## config.mk

```make
export PLATFORM = sky130hd
export DESIGN_NAME = hoplite_switch_buffered
export DESIGN_NICKNAME = d
export VERILOG_FILES = /design/src/rtl/hoplite_switch_buffered_pkg.sv /design/src/rtl/hoplite_switch_buffered_fifo.sv /design/src/rtl/hoplite_switch_buffered.sv
export SDC_FILE = /design/constraint.sdc
export NUM_CORES = 1
export LEC_CHECK = 0
export CORE_MARGIN = 5
export CORE_UTILIZATION = 50
export CTS_BUF_LIST = sky130_fd_sc_hd__clkbuf_16
export DETAILED_ROUTE_END_ITERATION = 10
export HOLD_SLACK_MARGIN = 0.12
export PLACE_DENSITY = 0.85
export SETUP_SLACK_MARGIN = 0.5
export SYNTH_ARGS = -nofsm -noshare
export SYNTH_HDL_FRONTEND = slang
export SYNTH_SLANG_ARGS = --single-unit
```

## constraint.sdc

```tcl
create_clock -name clk -period 5.8 [get_ports clk]
set_input_delay 1.45 -clock clk [delete_from_list [all_inputs] [get_ports clk]]
set_output_delay 1.45 -clock clk [all_outputs]
set_load 0.005 [all_outputs]
```

## src/rtl/hoplite_switch_buffered_pkg.sv

```systemverilog
// ============================================================================
// hoplite_switch_buffered_pkg : shared types for the buffered Hoplite switch
// Rev 1.0
// ============================================================================
`default_nettype none

package hoplite_switch_buffered_pkg;

   // Which input currently drives an output port in a given cycle.
   typedef enum logic [1:0] {
      SRC_NONE = 2'd0,
      SRC_W    = 2'd1,
      SRC_N    = 2'd2,
      SRC_PE   = 2'd3
   } src_e;

endpackage

`default_nettype wire

```

## src/rtl/hoplite_switch_buffered_fifo.sv

```systemverilog
// ============================================================================
// hoplite_switch_buffered_fifo : first-word-fall-through PE injection FIFO
// Rev 1.0
// ============================================================================
`default_nettype none

module hoplite_switch_buffered_fifo
   import hoplite_switch_buffered_pkg::*;
#(
   parameter int P_W   = 32,
   parameter int DEPTH = 4
) (
   input  logic                       clk,
   input  logic                       rst,
   input  logic                       push_i,
   input  logic [P_W-1:0]             push_data_i,
   input  logic                       pop_i,
   output logic [P_W-1:0]             head_o,
   output logic                       full_o,
   output logic                       empty_o,
   output logic [$clog2(DEPTH):0]     level_o
);

   localparam int PTR_W = $clog2(DEPTH);
   localparam int LVL_W = PTR_W + 1;

   logic [P_W-1:0]   mem_q [DEPTH];
   logic [PTR_W-1:0] wr_ptr_q, rd_ptr_q;
   logic [LVL_W-1:0] count_q;
   logic             w_push, w_pop;

   assign full_o  = (count_q == LVL_W'(DEPTH));
   assign empty_o = (count_q == '0);
   assign level_o = count_q;
   assign head_o  = mem_q[rd_ptr_q];
   assign w_push  = push_i && !full_o;
   assign w_pop   = pop_i && !empty_o;

   // Power-of-two depth lets the pointers wrap by natural overflow.
   always_ff @(posedge clk) begin
      if (rst) begin
         wr_ptr_q <= '0;
         rd_ptr_q <= '0;
         count_q  <= '0;
      end else begin
         if (w_push) wr_ptr_q <= wr_ptr_q + 1'b1;
         if (w_pop)  rd_ptr_q <= rd_ptr_q + 1'b1;
         if (w_push && !w_pop)      count_q <= count_q + 1'b1;
         else if (w_pop && !w_push) count_q <= count_q - 1'b1;
      end
   end

   always_ff @(posedge clk) begin
      if (w_push) mem_q[wr_ptr_q] <= push_data_i;
   end

endmodule

`default_nettype wire

```

## src/rtl/hoplite_switch_buffered.sv

```systemverilog
// ============================================================================
// hoplite_switch_buffered : Hoplite torus deflection switch with PE injection
// FIFO and saturating deflection/injection counters.  Rev 1.0
// ============================================================================
`default_nettype none

module hoplite_switch_buffered
   import hoplite_switch_buffered_pkg::*;
#(
   parameter int P_W       = 32,
   parameter int X_AW      = 2,
   parameter int Y_AW      = 2,
   parameter int X_POS     = 0,
   parameter int Y_POS     = 0,
   parameter int INJ_DEPTH = 4,
   parameter int CNT_W     = 16
) (
   input  logic                         clk,
   input  logic                         rst,
   input  logic [P_W-1:0]               xin_pkt,
   input  logic                         xin_vld,
   input  logic [P_W-1:0]               yin_pkt,
   input  logic                         yin_vld,
   input  logic [P_W-1:0]               pein_pkt,
   input  logic                         pein_vld,
   output logic                         pein_rdy,
   output logic [P_W-1:0]               xout_pkt,
   output logic                         xout_vld,
   output logic [P_W-1:0]               yout_pkt,
   output logic                         yout_vld,
   output logic                         peout_vld,
   output logic [$clog2(INJ_DEPTH):0]   inj_level,
   output logic [CNT_W-1:0]             defl_cnt,
   output logic [CNT_W-1:0]             inj_cnt
);

   localparam logic [X_AW-1:0] C_XP = X_AW'(X_POS);
   localparam logic [Y_AW-1:0] C_YP = Y_AW'(Y_POS);

   logic [P_W-1:0]   head;
   logic             fifo_full, fifo_empty;
   logic             w_pop, w_defl;
   src_e             w_e_src, w_s_src;
   logic [P_W-1:0]   xout_pkt_d, yout_pkt_d;
   logic             yout_vld_d, peout_vld_d;

   logic [P_W-1:0]   xout_pkt_q, yout_pkt_q;
   logic             xout_vld_q, yout_vld_q, peout_vld_q;
   logic [CNT_W-1:0] defl_cnt_q, inj_cnt_q;

   assign pein_rdy = !rst && !fifo_full;

   hoplite_switch_buffered_fifo #(
      .P_W   (P_W),
      .DEPTH (INJ_DEPTH)
   ) u_inj_fifo (
      .clk         (clk),
      .rst         (rst),
      .push_i      (pein_vld && pein_rdy),
      .push_data_i (pein_pkt),
      .pop_i       (w_pop),
      .head_o      (head),
      .full_o      (fifo_full),
      .empty_o     (fifo_empty),
      .level_o     (inj_level)
   );

   // Priority W > N > PE; a self-addressed PE packet takes E around the ring.
   always_comb begin
      w_e_src = SRC_NONE;
      w_s_src = SRC_NONE;
      w_defl  = 1'b0;
      w_pop   = 1'b0;
      if (xin_vld) begin
         if (xin_pkt[X_AW-1:0] != C_XP) w_e_src = SRC_W;
         else                           w_s_src = SRC_W;
      end
      if (yin_vld) begin
         if (w_s_src == SRC_NONE) begin
            w_s_src = SRC_N;
         end else begin
            w_e_src = SRC_N;
            w_defl  = 1'b1;
         end
      end
      if (!fifo_empty) begin
         if (head[X_AW-1:0] != C_XP || head[X_AW+Y_AW-1:X_AW] == C_YP) begin
            if (w_e_src == SRC_NONE) begin
               w_e_src = SRC_PE;
               w_pop   = 1'b1;
            end
         end else if (w_s_src == SRC_NONE) begin
            w_s_src = SRC_PE;
            w_pop   = 1'b1;
         end
      end
   end

   always_comb begin
      case (w_e_src)
         SRC_W:   xout_pkt_d = xin_pkt;
         SRC_N:   xout_pkt_d = yin_pkt;
         SRC_PE:  xout_pkt_d = head;
         default: xout_pkt_d = '0;
      endcase
      case (w_s_src)
         SRC_W:   yout_pkt_d = xin_pkt;
         SRC_N:   yout_pkt_d = yin_pkt;
         SRC_PE:  yout_pkt_d = head;
         default: yout_pkt_d = '0;
      endcase
      yout_vld_d  = 1'b0;
      peout_vld_d = 1'b0;
      if (w_s_src == SRC_PE) begin
         yout_vld_d = 1'b1;
      end else if (w_s_src != SRC_NONE) begin
         if (yout_pkt_d[X_AW+Y_AW-1:X_AW] == C_YP) peout_vld_d = 1'b1;
         else                                      yout_vld_d  = 1'b1;
      end
   end

   always_ff @(posedge clk) begin
      if (rst) begin
         xout_pkt_q  <= '0;
         xout_vld_q  <= 1'b0;
         yout_pkt_q  <= '0;
         yout_vld_q  <= 1'b0;
         peout_vld_q <= 1'b0;
         defl_cnt_q  <= '0;
         inj_cnt_q   <= '0;
      end else begin
         xout_pkt_q  <= xout_pkt_d;
         xout_vld_q  <= (w_e_src != SRC_NONE);
         yout_pkt_q  <= yout_pkt_d;
         yout_vld_q  <= yout_vld_d;
         peout_vld_q <= peout_vld_d;
         if (w_defl && defl_cnt_q != '1) defl_cnt_q <= defl_cnt_q + 1'b1;
         if (w_pop && inj_cnt_q != '1)   inj_cnt_q  <= inj_cnt_q + 1'b1;
      end
   end

   assign xout_pkt  = xout_pkt_q;
   assign xout_vld  = xout_vld_q;
   assign yout_pkt  = yout_pkt_q;
   assign yout_vld  = yout_vld_q;
   assign peout_vld = peout_vld_q;
   assign defl_cnt  = defl_cnt_q;
   assign inj_cnt   = inj_cnt_q;

endmodule

`default_nettype wire

```

# [Word level (Yosys, flattened, before mapping)]
# Memories as Yosys holds them, arrays and structs flattened. A register that Yosys moved wholly into a read port is not among the register bits.
# Cells that the tools add are included.
[totals] register_bits=106 mem_bits_rw=128 out_inout_bits=103 wordCells=85 n_memories=1
[op_classes] addsub=6 eq_ne=9 mux=32 bitwise_logic=1 reduce_logical=26
[mem_list] memory="u_inj_fifo.mem_q" depth=4 width=32 rd=1 rd_ports_with_merged_regs=1 wr=1 line="hoplite_switch_buffered_fifo.sv:27" rtl="logic [P_W-1:0] mem_q [DEPTH];"
[ops] op="32-bit case mux with 3 select lines" count=2
[ops] op="16-bit by 1-bit adder with 16-bit output, second input constant" count=2
[ops] op="16-bit inequality test, second input constant" count=2
[ops] op="2-bit two-way mux" count=12
[ops] op="1-bit two-way mux" count=16
[ops] op="2-bit zero test" count=5
[ops] op="2-bit nonzero test" count=5
[ops] op="2-bit equality test, second input constant" count=4
[ops] op="1-bit logical AND" count=8
[ops] op="3-bit two-way mux" count=2
[ops] op="1-bit zero test" count=5
[ops] op="2-bit by 1-bit adder with 2-bit output, second input constant" count=2
[ops] op="2-bit by 1-bit equality test with 1-bit output, second input constant" count=2
[ops] op="3-bit by 1-bit adder with 3-bit output, second input constant" count=1
[ops] op="3-bit equality test, second input constant" count=1
[ops] op="3-bit zero test" count=1
[ops] op="3-bit OR reduction" count=1
[ops] op="3-bit by 1-bit subtractor with 3-bit output, second input constant" count=1
[ops] op="1-bit logical OR" count=1
[ops] op="1-bit NOT" count=1

# [Logic depth before layout (Yosys ltp)]
# Gate-level depths: netlist of run 1.
[logic_depth] depth_word=16 ltp_mapped=11 mapped_depth_nobuf=10

# [Modules after synthesis]
# Synthesis of run 1 repeated with hierarchy kept, for this count alone.
[hier_totals] cells_unflattened=688 hier_area_um2=9345.2
[modules_own_cells] module="hoplite_switch_buffered_fifo" instances=1 cells_each=215 area_each_um2=5132.4 seq_area_each_um2=4023.9
[modules_own_cells] module="hoplite_switch_buffered" instances=1 cells_each=473 area_each_um2=4212.8 seq_area_each_um2=1981.9

# [Worst setup path after synthesis of run 1]
# No wires, ideal clock.
[synth_path] path_type="input port to flip-flop" startpoint="input xin_pkt[1]" endpoint="register u_inj_fifo.count_q[2], in the netlist u_inj_fifo.level_o[2]" arrival_time_ns=3.445 path_slack_ns=2.284 stages=10 cell_sequence="nor3b_2 nor2_1 nor3_1 or3_1 ha_1 inv_1 fa_1 xor2_1 or3_1 a21oi_1"
[synth_between] elab_chain_cells=14 word_cells_on_any_way=22 classes_between="mux: 13; reduce/logical: 9"
[synth_lines] item="from (decl)" line="hoplite_switch_buffered.sv:20" rtl="input logic [P_W-1:0] xin_pkt,"
[synth_lines] item="2-bit nonzero test (*)" line="hoplite_switch_buffered.sv:75" rtl="if (xin_pkt[X_AW-1:0] != C_XP) w_e_src = SRC_W;"
[synth_lines] item="1-bit two-way mux" line="hoplite_switch_buffered.sv:75"
[synth_lines] item="1-bit two-way mux" line="hoplite_switch_buffered.sv:74" rtl="if (xin_vld) begin"
[synth_lines] item="2-bit zero test" line="hoplite_switch_buffered.sv:79" rtl="if (w_s_src == SRC_NONE) begin"
[synth_lines] item="2-bit two-way mux" line="hoplite_switch_buffered.sv:79"
[synth_lines] item="2-bit two-way mux" line="hoplite_switch_buffered.sv:78" rtl="if (yin_vld) begin"
[synth_lines] item="2-bit zero test (on tied branches)" line="hoplite_switch_buffered.sv:92, hoplite_switch_buffered.sv:88"
[synth_lines] item="1-bit two-way mux (on tied branches)" line="hoplite_switch_buffered.sv:92, hoplite_switch_buffered.sv:88"
[synth_lines] item="1-bit two-way mux (*)" line="hoplite_switch_buffered.sv:87" rtl="if (head[X_AW-1:0] != C_XP || head[X_AW+Y_AW-1:X_AW] == C_YP) begin"
[synth_lines] item="1-bit two-way mux (*)" line="hoplite_switch_buffered.sv:86" rtl="if (!fifo_empty) begin"
[synth_lines] item="1-bit logical AND (*)" line="hoplite_switch_buffered_fifo.sv:37" rtl="assign w_pop = pop_i && !empty_o;"
[synth_lines] item="1-bit zero test" line="hoplite_switch_buffered_fifo.sv:48" rtl="if (w_push && !w_pop) count_q <= count_q + 1'b1;"
[synth_lines] item="1-bit logical AND" line="hoplite_switch_buffered_fifo.sv:48"
[synth_lines] item="3-bit two-way mux or 2-bit nonzero test (tied branches)"
[synth_lines] item="to (signal assigned)" line="hoplite_switch_buffered_fifo.sv:48"
[synth_lines] item="to (signal assigned)" line="hoplite_switch_buffered_fifo.sv:49" rtl="else if (w_pop && !w_push) count_q <= count_q - 1'b1;"
[synth_lines] item="to (decl)" line="hoplite_switch_buffered_fifo.sv:29" rtl="logic [LVL_W-1:0] count_q;"
# Mark *: on every way between the ends. The rest lies on a longest branch, timed or not.
# A chain may end at the register's enable or synchronous reset.

# [Worst setup path after layout of run 1]
[layout_path] startpoint="input rst" endpoint="output pein_rdy"
[layout_between] elab_chain_cells=2
[layout_lines] item="from (decl)" line="hoplite_switch_buffered.sv:19" rtl="input logic rst,"
[layout_lines] item="1-bit zero test" line="hoplite_switch_buffered.sv:51" rtl="assign pein_rdy = !rst && !fifo_full;"
[layout_lines] item="1-bit logical AND" line="hoplite_switch_buffered.sv:51"
[layout_lines] item="to (decl)" line="hoplite_switch_buffered.sv:26" rtl="output logic pein_rdy,"
# Every way passes these cells.

==> flow_metrics.py, run 1 <==
metrics = {
    "cells_and_area": {
        "postLayoutCoreUtil": 0.677,
        "fin_nets": 975,
        "post_route_cells_drive_above_1_share": 0.111,
        "design_area_mm2": 0.0122,
        "syn_to_final_growth_pct": 32.9,
        "fill_cells": 1282,
        "diodes": 0,
    },
    "hold_path": {
        "hold_path_class": "reg2reg",
    },
    "clock_network": {
        "postCtsSetupRepairBufs": 0,
        "cts_tree": "done",
        "ctsResizeCount": 0,
        "clkSlewWorstSetupHoldPaths_ns": 0.06,
        "htree_num_levels": 1,
        "insertion_delay_ns": 0.53,
        "clock-sinks": 236,
        "clk_path_buf_depth": 3,
        "clock-root-buffer": "clkbuf_16",
        "ctsHoldBuffers": 0,
        "cts_buffers": 25,
    },
    "global_routing": {
        "antenna_found_initial": 0,
        "grt_pass1_vias": 6883,
        "grt_overflow": 0,
        "grt_pass1_wl_um": 38800,
        "grtUsageTotal": 0.229,
        "grt_max_degree": 48,
    },
    "sta": {
        "rsz0062_at_grt": "false",
        "holdWs_ns": 0.515,
        "fmax_mhz": 234,
        "slew_viol_final": 0,
        "min_period_ns": 4.27,
        "hold_viol_final": 0,
        "fin_worst_skew_ns": 0.0147,
        "tightest_slew_ns": 1.01,
        "post-route-period-util": 0.736,
        "setup_tns_ns": 0,
        "setup_viol": 0,
        "maxSlewHeadroom": 0.327,
    },
    "status": {
        "outcome": "finished, final reports clean",
    },
    "yosys": {
        "yosysUniqueCellTypes": 50,
        "ys.flop_type": "edfxtp_1",
        "syn_area_mm2": 0.00918,
        "syn-instance-count": 672,
        "syn-mean-instance-area_um2": 13.7,
        "synth-seq-cells": 236,
        "ys_seq_area_frac": 0.654,
        "synth_nets": 781,
        "synth_edf_count": 128,
        "async_flop_share": 0,
        "yosysWarningCount": 0,
    },
    "placement": {
        "dp_hpwl_um": 16400,
        "place.gp.congestion": 0.801,
        "placed_cell_area_mm2": 0.0114,
        "port_buffers": 203,
    },
    "critical_path": {
        "start_kind": "input pin",
        "arrival_ns": 2.82,
        "worstPathRequired_ns": 4.35,
        "critical_path_class": "in2out",
        "worstPathMaxFanout": 6,
        "crit_path_end_kind": "output port",
    },
    "die": {
        "start_util": 0.509,
        "die_w_um": 146,
        "ios": 204,
        "core_area_mm2": 0.0180,
        "rows": 49,
        "dieArea_mm2": 0.0212,
        "die_height_um": 146,
    },
    "route": {
        "drtAntennaViolNets": 0,
        "vias": 6743,
        "dr.pass1.iters": 6,
        "post_drt_wl_per_cell_um": 22.3,
        "drcViolationCount": 0,
        "routed_wl_um": 24900,
        "drt_iter0_markers": 659,
        "vias_per_cell": 6.05,
    },
    "job": {
        "drv_cap": 0,
    },
    "power_and_ir_drop": {
        "power_density_mw_per_mm2": 355,
        "ir_worst_vdd_uv": 325,
        "p_leak_nw": 4.09,
    },
}
[cell families (layout without fill, tap and decap cells)]
family | after synthesis | in the layout | share of synthesized area
xor gates and xnor gates | 24 | 24 | 0.0229
AOI/OAI and AO/OA | 98 | 98 | 0.0890
and+or+nand+nor | 217 | 217 | 0.115
adders and majority gates | 8 | 8 | 0.0117
DFF | 236 | 236 | 0.654
muxes | 36 | 36 | 0.0830
buffers and inverters | 53 | 266 | 0.0241
[path summary, 6_finish.rpt]
path / from / to / slack, ns / cells past startpoint
setup / recovery: rst / pein_rdy / 1.53 / 3
hold / removal: u_inj_fifo.rd_ptr_q[1]$_SDFFE_PP0P_ / flop / 0.52 / 2
hold reg to reg: u_inj_fifo.rd_ptr_q[1]$_SDFFE_PP0P_ / flop / 0.52 / 2
setup reg to reg: flop / u_inj_fifo.level_o[2]$_SDFFE_PP0P_ / 2.29 / 10
[cells in the mapped netlist, drive strengths merged, types with 4 or more instances]
library cell | count | area (µm²)
a21oi | 12 | 60.1
a221oi | 30 | 263
a222oi | 32 | 320
and2 | 4 | 27.5
and3 | 8 | 50.1
buf | 8 | 52.6
clkbuf | 36 | 135
dfxtp | 108 | 2160
edfxtp | 128 | 3840
ha | 7 | 87.6
inv | 9 | 33.8
mux4 | 32 | 721
nand2 | 13 | 48.8
nand3 | 14 | 70.1
nand4 | 12 | 75.1
nor2 | 100 | 385
nor3 | 36 | 180
nor4 | 5 | 31.3
o21ai | 6 | 30.0
o31ai | 7 | 52.6
or3 | 7 | 43.8
or4 | 5 | 37.5
xnor2 | 10 | 87.6
xor2 | 14 | 123
[stage by stage]
stage                     setup slack, ns  instances  power, mW
after detailed placement             1.54       1068       2.86
final                                1.53       1114       4.34
after floorplan                      2.28        672       2.47
after global routing                 1.45       1114       4.52
after CTS                            1.54       1114       4.38
after global placement               1.55       1068       2.84
[power breakdown]
group          switching, mW  internal [mW]
clock network          0.664          0.845
registers             0.0960           1.90
logic                  0.403          0.436
[cells in the final DEF (no fill, tap or decap), types with 11 or more instances in the layout]
master	Yosys	layout
a21oi_1	12	12
a221oi_1	30	30
a222oi_1	32	32
clkbuf_16	0	25
clkdlybuf4s50_1	0	202
dfxtp_1	108	106
edfxtp_1	128	128
inv_1	9	11
mux4_2	32	32
nand2_1	13	13
nand3_1	14	14
nand4_1	12	12
nor2_1	98	97
nor3_1	36	36
xor2_1	14	14
[layout make-up]
type	instances	area, µm²	area share
clock buffer	25	626	0.0513
clock inverter	21	166	0.0136
inverter	9	33.8	0.00277
multi-input combinational	383	3000	0.246
sequential	236	6010	0.492
tap	229	287	0.0235
timing repair buffer	211	2090	0.171
[critical path, cell delays in order]
cell	delay, ns
clkdlybuf4s50_1	0.47
a21oi_1	0.32
clkdlybuf4s50_1	0.58
[routing by layer]
| metal | part of all wire | wire, µm | vias to the layer above | GRT usage |
|---|---|---|---|---|
| li1 | - | - | 3023 | - |
| met2 | 0.50 | 12300 | 391 | 0.392 |
| met4 | 0.018 | 444 | 0 | 0.0588 |
| met5 | 0 | 0 | - | 0 |
| met3 | 0.11 | 2660 | 35 | 0.0676 |
| met1 | 0.38 | 9440 | 3294 | 0.286 |
[sequential cells by signal, indices dropped and copies added (netlist names), named ones only]
register             count
xout_vld                 1
yout_pkt                32
u_inj_fifo.mem_q       128
peout_vld                1
u_inj_fifo.wr_ptr_q      2
yout_vld                 1
u_inj_fifo.level_o       3
defl_cnt                16
xout_pkt                32
inj_cnt                 16
u_inj_fifo.rd_ptr_q      2
No activity file was read; power rests on OpenSTA's default activity.
==> inputs of run 2 (changes only) <==
==> constraint.sdc (replaced) <==
create_clock -name clk -period 4 [get_ports clk]
set_input_delay 1 -clock clk [delete_from_list [all_inputs] [get_ports clk]]
set_output_delay 1 -clock clk [all_outputs]
set_load 0.005 [all_outputs]
==> run 2 against run 1 <==
Sequential power up 43%. Total power increased by 48%. Clock skew down 0.0055 ns. Design area rose by 1.0%. Global-route usage is 0.72 points higher. Clock power is 50% higher. Register-to-register slack got worse by 1.4 ns. Core utilization grew 0.70 points. Worst setup slack worse by 0.90 ns. Worst hold slack worse by 0.0031 ns. Largest power group unchanged.
==> flow_metrics.py, run 2 (same netlist as run 1, synthesis figures left out) <==
metrics = {
    "route": {
        "drcViolationCount": 0,
        "routed_wl_um": 25800,
        "drtAntennaViolNets": 0,
        "post_drt_wl_per_cell_um": 22.9,
        "drt_iter0_markers": 786,
        "vias_per_cell": 6.17,
        "vias": 6942,
        "dr.pass1.iters": 6,
    },
    "hold_path": {
        "min_path_cells": 2,
        "hold_path_class": "reg2reg",
    },
    "critical_path": {
        "worstPathMaxFanout": 6,
        "crit_path_end_kind": "output port",
        "critical_path_class": "in2out",
        "arrival_ns": 2.37,
        "start_kind": "input pin",
        "reg2reg_slack_ns": 0.86,
        "rr_worst_depth": 10,
        "worstPathRequired_ns": 3.00,
    },
    "sta": {
        "slew_viol_final": 0,
        "finalWorstSetupSlack_ns": 0.627,
        "min_period_ns": 3.37,
        "maxSlewHeadroom": 0.362,
        "rsz0062_at_grt": "false",
        "fmax_mhz": 296,
        "post-route-period-util": 0.843,
        "hold_viol_final": 0,
        "setup_tns_ns": 0,
        "tightest_slew_ns": 0.955,
        "setup_viol": 0,
        "fin_worst_skew_ns": 0.00915,
    },
    "power_and_ir_drop": {
        "ir_worst_vdd_uv": 358,
        "power_density_mw_per_mm2": 520,
        "p_leak_nw": 4.18,
        "intPower_mw": 4.77,
        "power.net_switching_mw": 1.65,
        "combinationalPowerShare": 0.204,
        "p_clk_frac": 0.353,
        "seqPwrFrac": 0.443,
        "switching_share": 0.257,
    },
    "placement": {
        "port_buffers": 203,
        "place.gp.congestion": 0.826,
        "dp_hpwl_um": 17200,
        "dp_slack_ns": 0.370,
    },
    "global_routing": {
        "grtUsageTotal": 0.236,
        "grt_pass1_vias": 6990,
        "grt_max_degree": 48,
        "grt_util_met2": 0.400,
        "antenna_found_initial": 1,
        "grt_pass1_wl_um": 40100,
        "grt_overflow": 0,
        "grt-busiest-layer": "met2",
        "grtUsageMet1": 0.300,
        "grt_util_met3": 0.0666,
    },
    "clock_network": {
        "cts_buffers": 25,
        "clock-root-buffer": "clkbuf_16",
        "ctsResizeCount": 0,
        "clkSlewWorstSetupHoldPaths_ns": 0.05,
        "insertion_delay_ns": 0.51,
        "cts_tree": "done",
        "ctsHoldBuffers": 0,
        "postCtsSetupRepairBufs": 0,
        "clock-sinks": 236,
        "clk_path_buf_depth": 3,
        "htree_num_levels": 1,
    },
    "status": {
        "outcome": "finished, final reports clean",
    },
    "die": {
        "core_area_mm2": 0.0180,
        "die_w_um": 146,
        "start_util": 0.509,
        "die_height_um": 146,
        "ios": 204,
        "rows": 49,
        "dieArea_mm2": 0.0212,
    },
    "cells_and_area": {
        "fin_nets": 986,
        "post_route_cells_drive_above_1_share": 0.116,
        "syn_to_final_growth_pct": 34.3,
        "largest_reg_flops": 128,
        "layout_common_cells": "202 x clkdlybuf4s50_1, 128 x edfxtp_1, 106 x dfxtp_1",
        "regMostFlops": "u_inj_fifo.mem_q",
        "final_common_cell": "clkdlybuf4s50_1",
    },
    "job": {
        "drv_cap": 0,
    },
}
## run 2: area by class of cell
type                            count  area, µm²
Tap cell                          229        287
Timing Repair Buffer              222       2190
Fill cell                        1276       5690
Sequential cell                   236       6010
Clock inverter                     19        158
Inverter                            9       33.8
Antenna cell                        1       2.50
Multi-Input combinational cell    383       3000
Clock buffer                       26        651
## run 2: per-layer routing
| metal | share of wire | up-vias |
|---|---|---|
| met5 | 0 | - |
| met4 | 0.024 | 0 |
| met1 | 0.37 | 3403 |
| met2 | 0.49 | 439 |
| met3 | 0.12 | 43 |
| li1 | - | 3057 |
## run 2: stage by stage
stage	instances	util	total power [mW]	cell area [µm²]	hold slack [ns]
4_1_cts	1124	0.684	6.45	12300	0.506
3_5_place_dp	1079	0.639	4.20	11500	0.499
2_1_floorplan	672	-	3.59	9180	0.481
3_3_place_gp	1079	0.639	4.16	11500	0.489
5_1_grt	1125	0.684	6.68	12300	0.513
6_report	1125	0.684	6.42	12300	0.512
## run 2: worst max-delay path: stages
cell	delay, ns
clkdlybuf4s50_1	0.47
a21oi_1	0.31
clkdlybuf4s50_1	0.60
## run 2: path summary, 6_finish.rpt
path | from | endpoint
max | rst | pein_rdy
min | inj_cnt[15]$_SDFFE_PP0P_ | inj_cnt[15]$_SDFFE_PP0P_
max reg2reg | flop | u_inj_fifo.level_o[2]$_SDFFE_PP0P_
min reg2reg | inj_cnt[15]$_SDFFE_PP0P_ | inj_cnt[15]$_SDFFE_PP0P_
## run 2: power by group through the flow
| stage | Sequential, mW | Clock, mW | Combinational [mW] |
|---|---|---|---|
| 2_1_floorplan | 2.87 | 0 | 0.715 |
| 3_3_place_gp | 2.89 | 0 | 1.28 |
| 3_5_place_dp | 2.90 | 0 | 1.30 |
| 4_1_cts | 2.85 | 2.29 | 1.31 |
| 5_1_grt | 2.86 | 2.41 | 1.40 |
| 6_report | 2.84 | 2.26 | 1.31 |
==> inputs of run 3 (changes only) <==
==> constraint.sdc (replaced) <==
create_clock -name clk -period 3.45 [get_ports clk]
set_input_delay 0.8625 -clock clk [delete_from_list [all_inputs] [get_ports clk]]
set_output_delay 0.8625 -clock clk [all_outputs]
set_load 0.005 [all_outputs]
==> run 3 against run 2 <==
Sequential share of layout area fell by 0.44 points. Largest power group unchanged. First-iteration DRC count up 0.13%. Via count shrank 1.1%. Non-clock buffer count grew 13.
==> flow_metrics.py, run 3 (same netlist as run 1, synthesis figures left out) <==
metrics = {
    "power_and_ir_drop": {
        "power_mw": 7.39,
        "ir_worst_vdd_uv": 437,
        "p_leak_nw": 4.25,
        "power_density_mw_per_mm2": 594,
    },
    "sta": {
        "setup_viol": 0,
        "setup_tns_ns": 0,
        "slew_viol_final": 0,
        "fin_worst_skew_ns": 0.0165,
        "rsz0062_at_grt": "true",
        "holdWs_ns": 0.507,
        "fmax_mhz": 350,
        "maxSlewHeadroom": 0.369,
        "hold_viol_final": 0,
        "min_period_ns": 2.86,
        "tightest_slew_ns": 0.945,
        "post-route-period-util": 0.829,
    },
    "critical_path": {
        "worstPathRequired_ns": 3.89,
        "start_kind": "flop",
        "crit_chain": "mux4_2 > or2_4 > nor3_4 > or3_4 > ha_2 > inv_1 > fa_1 > xor2_1 > or3_1 > a21oi_1",
        "arrival_ns": 3.30,
        "critPathMaxStageDelay_ns": 0.55,
        "path_delay_family": "simple AND/OR/NAND/NOR gates",
        "cpMaxStageDelayCell": "mux4_2",
        "crit_path_end_kind": "flop",
        "worstPathMaxFanout": 6,
        "crit_buf_inv": 1,
        "critical_path_class": "reg2reg",
    },
    "clock_network": {
        "clock-root-buffer": "clkbuf_16",
        "ctsHoldBuffers": 0,
        "insertion_delay_ns": 0.52,
        "cts_tree": "done",
        "cts_buffers": 24,
        "htree_num_levels": 1,
        "clkSlewWorstSetupHoldPaths_ns": 0.06,
        "clk_path_buf_depth": 3,
        "clock-sinks": 236,
    },
    "global_routing": {
        "grt_max_degree": 48,
        "grt_pass1_wl_um": 39400,
        "grtUsageTotal": 0.231,
        "grt_overflow": 0,
        "antenna_found_initial": 1,
        "grt_pass1_vias": 6945,
    },
    "die": {
        "rows": 49,
        "start_util": 0.509,
        "core_area_mm2": 0.0180,
        "dieArea_mm2": 0.0212,
        "ios": 204,
        "die_height_um": 146,
        "die_w_um": 146,
    },
    "route": {
        "vias": 6869,
        "dr.pass1.iters": 6,
        "drt_iter0_markers": 787,
        "vias_per_cell": 6.04,
        "drcViolationCount": 0,
        "post_drt_wl_per_cell_um": 22.5,
        "routed_wl_um": 25600,
        "drtAntennaViolNets": 0,
    },
    "placement": {
        "port_buffers": 203,
        "place.gp.congestion": 0.826,
        "dp_hpwl_um": 16800,
    },
    "cells_and_area": {
        "syn_to_final_growth_pct": 35.6,
        "layout_common_cells": "201 x clkdlybuf4s50_1, 128 x edfxtp_1, 106 x dfxtp_1",
        "post_route_cells_drive_above_1_share": 0.138,
        "postLayoutCoreUtil": 0.691,
        "regMostFlops": "u_inj_fifo.mem_q",
        "fin_nets": 998,
        "final_common_cell": "clkdlybuf4s50_1",
        "largest_reg_flops": 128,
        "fill_cells": 1233,
    },
    "job": {
        "drv_cap": 0,
    },
    "hold_path": {
        "hold_path_class": "reg2reg",
    },
    "status": {
        "outcome": "finished, final reports clean",
    },
}
[run 3: layout make-up]
cell class,instances,area (µm²),share of cell area
tap,229,287,0.0230
inverter,9,33.8,0.00271
timing repair buffer,235,2310,0.185
multi-input combinational,383,3030,0.243
clock inverter,16,80.1,0.00643
sequential,236,6010,0.483
antenna,1,2.50,0.000201
clock buffer,28,701,0.0563
[run 3: final timing paths]
| path | start | to | slack, ns | depth (start not counted) |
|---|---|---|---|---|
| hold / removal | inj_cnt[15]$_SDFFE_PP0P_ | inj_cnt[15]$_SDFFE_PP0P_ | 0.51 | 2 |
| setup reg to reg | flop | u_inj_fifo.level_o[2]$_SDFFE_PP0P_ | 0.59 | 10 |
| setup / recovery | flop | u_inj_fifo.level_o[2]$_SDFFE_PP0P_ | 0.59 | 10 |
| hold reg to reg | inj_cnt[15]$_SDFFE_PP0P_ | inj_cnt[15]$_SDFFE_PP0P_ | 0.51 | 2 |
[run 3: per-layer routing]
metal,track usage,vias to the layer above,wire length [µm]
li1,-,3073,-
met1,0.293,3330,9540
met2,0.390,413,12400
met3,0.0719,53,3000
met4,0.0578,0,631
met5,0,-,0
[run 3: worst min-delay path, stage by stage (launching register included)]
cell and delay, ns:
dfxtp_1 0.33, o31ai_1 0.07, a21oi_1 0.05
[run 3: repair_timing]
action,4_1_cts,5_1_grt
setup endpoints to repair,2,2
pin swaps,0,3
resized for setup,3,7
buffers inserted,3,3
[run 3: metrics by stage]
step	worst slack, ns	cell area [µm²]	instances
after global placement	0.146	11600	1086
after CTS	0.479	12400	1133
after floorplan	0.522	9180	672
after detailed placement	0.0694	11600	1086
final	0.592	12400	1137
after global routing	0.472	12400	1137
[run 3: power by group]
| part | switching (mW) | internal, mW | leakage, nW |
|---|---|---|---|
| Combinational | 0.778 | 0.813 | 1.80 |
| Clock | 1.06 | 1.45 | 0.409 |
| Sequential | 0.103 | 3.19 | 2.04 |
| Total | 1.94 | 5.45 | 4.25 |
